### src/rtl/uart_rx_if.sv
// Serial receive bundle: the line input plus the received-byte outputs.
// The receiver takes the slave side; whoever drives the line takes the master side.
interface uart_rx_if #(
   parameter int DW = 8
);
   logic          rx;
   logic [DW-1:0] rx_data;
   logic          rx_valid;
   logic          rx_frame_err;
   logic          rx_busy;

   modport master (
      output rx,
      input  rx_data, rx_valid, rx_frame_err, rx_busy
   );

   modport slave (
      input  rx,
      output rx_data, rx_valid, rx_frame_err, rx_busy
   );
endinterface

### src/rtl/uart_rx.sv
// UART receiver: 8N1-style framing, start bit sampled at half a bit, later bits one bit apart.
// Pulses rx_valid on a good stop bit and rx_frame_err on a low stop bit.
//
// state | meaning
// IDLE  | waiting for a falling edge on the synchronized line
// START | counting to mid start bit; a high sample rejects a glitch
// DATA  | sampling DW data bits, LSB first
// STOP  | sampling the stop bit, then pulsing valid or frame error
module uart_rx #(
   parameter int CLK_FREQ  = 100_000_000,
   parameter int BAUD_RATE = 115200,
   parameter int DW        = 8
) (
   input  logic      clk_i,
   input  logic      rst_n_i,
   uart_rx_if.slave  bus
);
   localparam int BAUD_COUNT = CLK_FREQ / BAUD_RATE;
   localparam int HALF       = BAUD_COUNT / 2;
   localparam int CW         = $clog2(BAUD_COUNT);
   localparam int BW         = $clog2(DW + 1);

   localparam logic [CW-1:0] HALF_M1 = CW'(HALF - 1);
   localparam logic [CW-1:0] BAUD_M1 = CW'(BAUD_COUNT - 1);
   localparam logic [BW-1:0] LAST_BIT = BW'(DW - 1);

   localparam logic [3:0] S_IDLE  = 4'b0001;
   localparam logic [3:0] S_START = 4'b0010;
   localparam logic [3:0] S_DATA  = 4'b0100;
   localparam logic [3:0] S_STOP  = 4'b1000;

   logic          sync1_q, sync2_q, rx_prev_q;
   logic          rx_s;
   logic [3:0]    state_q, state_d;
   logic [CW-1:0] cnt_q, cnt_d;
   logic [BW-1:0] bit_q, bit_d;
   logic [DW-1:0] shift_q, shift_d;
   logic [DW-1:0] data_q, data_d;
   logic          valid_q, valid_d;
   logic          ferr_q, ferr_d;

   assign rx_s = sync2_q;

   // Synchronizer and edge-history flops reset high so reset release never looks like a start edge.
   always_ff @(posedge clk_i or negedge rst_n_i) begin
      if (!rst_n_i) begin
         sync1_q   <= 1'b1;
         sync2_q   <= 1'b1;
         rx_prev_q <= 1'b1;
      end else begin
         sync1_q   <= bus.rx;
         sync2_q   <= sync1_q;
         rx_prev_q <= rx_s;
      end
   end

   always_comb begin
      state_d = state_q;
      cnt_d   = cnt_q;
      bit_d   = bit_q;
      shift_d = shift_q;
      data_d  = data_q;
      valid_d = 1'b0;
      ferr_d  = 1'b0;
      case (state_q)
         S_IDLE: begin
            if (rx_prev_q && !rx_s) begin
               state_d = S_START;
               cnt_d   = '0;
            end
         end
         S_START: begin
            if (cnt_q == HALF_M1) begin
               cnt_d   = '0;
               bit_d   = '0;
               state_d = rx_s ? S_IDLE : S_DATA;
            end else begin
               cnt_d = cnt_q + CW'(1);
            end
         end
         S_DATA: begin
            if (cnt_q == BAUD_M1) begin
               cnt_d   = '0;
               shift_d = {rx_s, shift_q[DW-1:1]};
               bit_d   = bit_q + BW'(1);
               if (bit_q == LAST_BIT) state_d = S_STOP;
            end else begin
               cnt_d = cnt_q + CW'(1);
            end
         end
         S_STOP: begin
            if (cnt_q == BAUD_M1) begin
               cnt_d   = '0;
               state_d = S_IDLE;
               if (rx_s) begin
                  data_d  = shift_q;
                  valid_d = 1'b1;
               end else begin
                  ferr_d = 1'b1;
               end
            end else begin
               cnt_d = cnt_q + CW'(1);
            end
         end
         default: begin
            state_d = S_IDLE;
            cnt_d   = '0;
            bit_d   = '0;
         end
      endcase
   end

   always_ff @(posedge clk_i or negedge rst_n_i) begin
      if (!rst_n_i) begin
         state_q <= S_IDLE;
         cnt_q   <= '0;
         bit_q   <= '0;
         shift_q <= '0;
         data_q  <= '0;
         valid_q <= 1'b0;
         ferr_q  <= 1'b0;
      end else begin
         state_q <= state_d;
         cnt_q   <= cnt_d;
         bit_q   <= bit_d;
         shift_q <= shift_d;
         data_q  <= data_d;
         valid_q <= valid_d;
         ferr_q  <= ferr_d;
      end
   end

   assign bus.rx_data      = data_q;
   assign bus.rx_valid     = valid_q;
   assign bus.rx_frame_err = ferr_q;
   assign bus.rx_busy      = state_q[1] | state_q[2] | state_q[3];
endmodule

### src/flat_wrapper.sv
// flat-port wrapper written by rule: the top's interface ports become plain ports
module uart_rx_flat 
#(
   parameter int CLK_FREQ  = 100_000_000,
   parameter int BAUD_RATE = 115200,
   parameter int DW        = 8
)
  (clk_i, rst_n_i, bus_rx, bus_rx_data, bus_rx_valid, bus_rx_frame_err, bus_rx_busy);
  uart_rx_if #(.DW(DW)) bus_i ();
  input  logic clk_i;
  input  logic rst_n_i;
  input wire logic [$bits(bus_i.rx)-1:0] bus_rx;
  output wire logic [$bits(bus_i.rx_data)-1:0] bus_rx_data;
  output wire logic [$bits(bus_i.rx_valid)-1:0] bus_rx_valid;
  output wire logic [$bits(bus_i.rx_frame_err)-1:0] bus_rx_frame_err;
  output wire logic [$bits(bus_i.rx_busy)-1:0] bus_rx_busy;
  assign bus_i.rx = bus_rx;
  assign bus_rx_data = bus_i.rx_data;
  assign bus_rx_valid = bus_i.rx_valid;
  assign bus_rx_frame_err = bus_i.rx_frame_err;
  assign bus_rx_busy = bus_i.rx_busy;
  uart_rx #(.CLK_FREQ(CLK_FREQ), .BAUD_RATE(BAUD_RATE), .DW(DW)) u_core (.clk_i(clk_i), .rst_n_i(rst_n_i), .bus(bus_i));
endmodule
### config.mk
export PLATFORM = sky130hd
export DESIGN_NAME = uart_rx_flat
export DESIGN_NICKNAME = d
export VERILOG_FILES = /design/src/rtl/uart_rx_if.sv /design/src/rtl/uart_rx.sv /design/src/flat_wrapper.sv
export SDC_FILE = /design/constraint.sdc
export NUM_CORES = 1
export LEC_CHECK = 0
export CORE_MARGIN = 3
export CORE_UTILIZATION = 45
export CTS_CLUSTER_DIAMETER = 60
export DETAILED_ROUTE_END_ITERATION = 10
export GPL_TIMING_DRIVEN = 0
export PLACE_DENSITY_LB_ADDON = 0.15
export SYNTH_ARGS = -nofsm -noshare
export SYNTH_HDL_FRONTEND = slang
export SYNTH_SLANG_ARGS = --single-unit
### constraint.sdc
create_clock -name clk_i -period 1.76 [get_ports clk_i]
set_input_delay 0.264 -clock clk_i [delete_from_list [all_inputs] [get_ports clk_i]]
set_output_delay 0.264 -clock clk_i [all_outputs]
set_load 0.1 [all_outputs]
==> impl_results.md <==
* Status: finished, violations left
* Failing checks: setup timing
* Crit path from: u_core.cnt_q[1]$_DFFE_PN0N_
* GRT Total Usage at 17.4%
* Critical path required time at 1.94 ns
* Area growth syn-to-layout at 34.8%
* Initial antenna violation count at 0
* DP Area at 2070 um^2
* Ratio of final minimum period to clock period at 109%
* CTS buffer count at 5
* Post-DP HPWL at 2480 um
* Post-synth ARST share at 100%
* Hold Vio Cnt, Final at 0
* Final setup fails at 28
* Reg-to-reg startpoint: u_core.cnt_q[1]$_DFFE_PN0N_
* Cell taking the most area after synthesis: dfrtp_1
* Largest cells by area after synthesis: dfrtp_1, mux2_2, dfstp_2
* RR Endpoint: u_core.bit_q[0]$_DFFE_PN0P_
* Synthesized Nets at 160
* # IOs at 14
* CTS tree: done
* H-tree Lvls at 2
* CTS Buffer Depth at 2
* Dpl ws at -0.416 ns
* Max Cap Violations at 0
* Detailed-route via count at 1396
* Worst VDD drop at 0.974 mV
* EDFF count, synth at 0
* Final Cell Area at 2500 um^2
* CP max stage cell: dfrtp_1
* Via density per instance at 5.72
* Hold_buf cts at 0
* CTS clock-pin slew for the worst setup and hold paths at 0.08 ns
* CP Cell Sequence: inv_2 > ha_4 > nor4bb_4 > a41oi_2 > or3_4 > a21o_1 > mux2_2
* Post-Synthesis Cells at 154
* Pin count of the biggest net entering global routing at 40
* Worst-Skew Late Latency at 0.29 ns
* Worst Tran Pin Value at 0.947 ns
* Post-route setup TNS at -1.69 ns
* Ys Warns at 0
* 1st-iter DRT viols at 62
* Die H at 70.2 um
* Critical Path Sink Type: flop
* Worst path bufs/invs at 1
* Initial Util at 48.7%
* Rows at 22
* Reg2Reg Depth at 7
* Critical path fanouts, max at 2
* Top cell type's share of synthesized area at 47.3%
* Critical Path Stages at 7
* Routed wire length at 4240 um
* Pwr dens at 1300 nW/um^2
* Die W at 70.2 um
* Final ANT Viol Nets at 0
* Die ar. at 4920 um^2
* Final WS setup at -0.160 ns
* Relative slew slack at 37.1%
* Synth top cells by count: dfrtp_1, mux2_2, nand2_1
* CP Class: reg2reg
* CP delay by family, top: simple AND/OR/NAND/NOR gates
* First drt pass iteration count at 4
* Nets at 201
* Fmax at 521 MHz
* Final core occ at 65.7%
* Worst Path Arrival at 2.10 ns
* CP endpoint: u_core.bit_q[0]$_DFFE_PN0P_
* Most common cell in the synthesized netlist: dfrtp_1
* Sequential fraction of the synthesis area at 53.0%
* Routed length per instance at 17.4 um
* Reg2Reg Setup Slack at -0.16 ns
* Fin. max-slew vios at 0
* Cell variety after synth at 43
* Mapped cell area at 1850 um^2
* FF+latch count, synth at 39
* HP Class: in2async
* Buffers added on ports at 13
* Startpoint class of the critical path: flop
* DRC viols at 0
* CTS root buffer: clkbuf_8
* CTS Sinks at 39
* Post-Syn Area per Cell at 12.0 um^2
* Crit-path max cell delay at 0.40 ns
* RePlAce Congestion at 0.840
* Number of global-route vias before repair at 1461
* Layout cells sized above 1 at 53.6%
* Core area at 3800 um^2
* Final Skew at 0.00357 ns
* Most common flop cell mapped by yosys: dfrtp_1
* Total gr overflow at 0
* Fin crit period at 1.92 ns
* ANT cells at 0
* Leakage power at 1.17 nW
* Unrepaired setup endpoints after global routing: true
* Global-route wire length before repair at 6730 um
-- where the power goes --
group | switching (mW) | total [mW] | leakage [nW] | internal (mW)
combinational | 0.812 | 1.54 | 0.618 | 0.724
clock | 0.310 | 0.587 | 0.0412 | 0.277
sequential | 0.132 | 1.13 | 0.511 | 0.993
-- stage by stage --
| stage | instances | hold WS, ns | power [mW] |
|---|---|---|---|
| global route | 244 | 0.147 | 3.45 |
| global placement | 215 | 0.347 | 2.18 |
| detailed placement | 215 | 0.350 | 2.21 |
| CTS | 237 | 0.107 | 3.16 |
| floorplan | 154 | -0.0316 | 1.98 |
| finish | 244 | 0.0784 | 3.25 |
-- per-layer routing --
metal,wire length (um),GRT usage [%]
met1,1780,19.9
met2,2200,30.3
met3,199,4.60
met4,65,7.66
met5,0,0
-- sequential cells by signal, indices dropped and copies added, names as in the netlist, 4 cells and up --
| register | cells |
|---|---|
| u_core.cnt_q | 10 |
| u_core.state_q | 4 |
| u_core.bit_q | 4 |
| u_core.shift_q | 8 |
| u_core.bus.rx_data | 8 |
-- worst reg2reg max path, cell delays in order, from the launching register on --
cell,delay [ns]
dfrtp_1,0.40
inv_2,0.08
ha_4,0.13
nor4bb_4,0.24
a41oi_2,0.16
or3_4,0.36
a21o_1,0.18
mux2_2,0.26
-- worst min-delay path by stage --
stage,end,cells past startpoint,startpoint
after floorplan,u_core.bit_q[0]$_DFFE_PN0P_,0,rst_n_i
after detailed placement,u_core.rx_s$_DFF_PN1_,0,u_core.sync1_q$_DFF_PN1_
after global routing,u_core.bus.rx_data[6]$_DFFE_PN0P_,1,rst_n_i
after CTS,u_core.cnt_q[7]$_DFFE_PN0N_,1,rst_n_i
final,u_core.state_q[3]$_DFFE_PN0P_,1,rst_n_i
after global placement,u_core.rx_s$_DFF_PN1_,0,u_core.sync1_q$_DFF_PN1_
-- kinds of logic after synthesis --
family	Yosys count	synth area share, %
AO/OA/AOI/OAI	27	10.0
XOR/XNOR	1	0.473
adder cells (fa/ha/maj)	3	2.03
buffers and inverters	7	2.57
flip-flops	39	53.0
multiplexers	21	12.8
AND/OR/NAND/NOR	56	19.2
-- area by class of cell --
| class | count | area [um^2] |
|---|---|---|
| fill | 291 | 1300 |
| multi-input combinational | 108 | 1030 |
| sequential | 39 | 993 |
| timing repair buffer | 35 | 269 |
| clock buffer | 6 | 72.6 |
| tap | 48 | 60.1 |
| buffer | 4 | 52.6 |
| clock inverter | 2 | 12.5 |
| inverter | 2 | 7.51 |
-- timing repair --
item                                    CTS  global route
resized for setup                        53            40
setup buffers                            15             6
endpoints found under the setup margin   43            41
gates cloned                              0             1
pin swaps                                 9             8
-- cell usage in the layout, fill, tap and decap left out, types with 2 or more instances in the layout --
cell,count
a221oi_2,2
o21ai_1,2
nor3b_2,3
clkbuf_2,6
buf_8,2
a21o_1,6
nand3_1,5
clkdlybuf4s15_2,2
mux2_4,16
nor4b_4,2
clkbuf_8,5
nor2_1,6
mux2_2,2
nor3_1,2
buf_4,19
dfstp_2,4
nand4_1,2
o21ai_2,2
o21ai_0,6
clkdlybuf4s15_1,2
nor3b_1,2
buf_6,5
buf_2,2
mux2i_1,3
or4b_4,2
and3_1,6
or3_1,2
nand2_1,10
dfrtp_2,10
dfrtp_1,25
No activity file was read; power rests on OpenSTA's default activity.
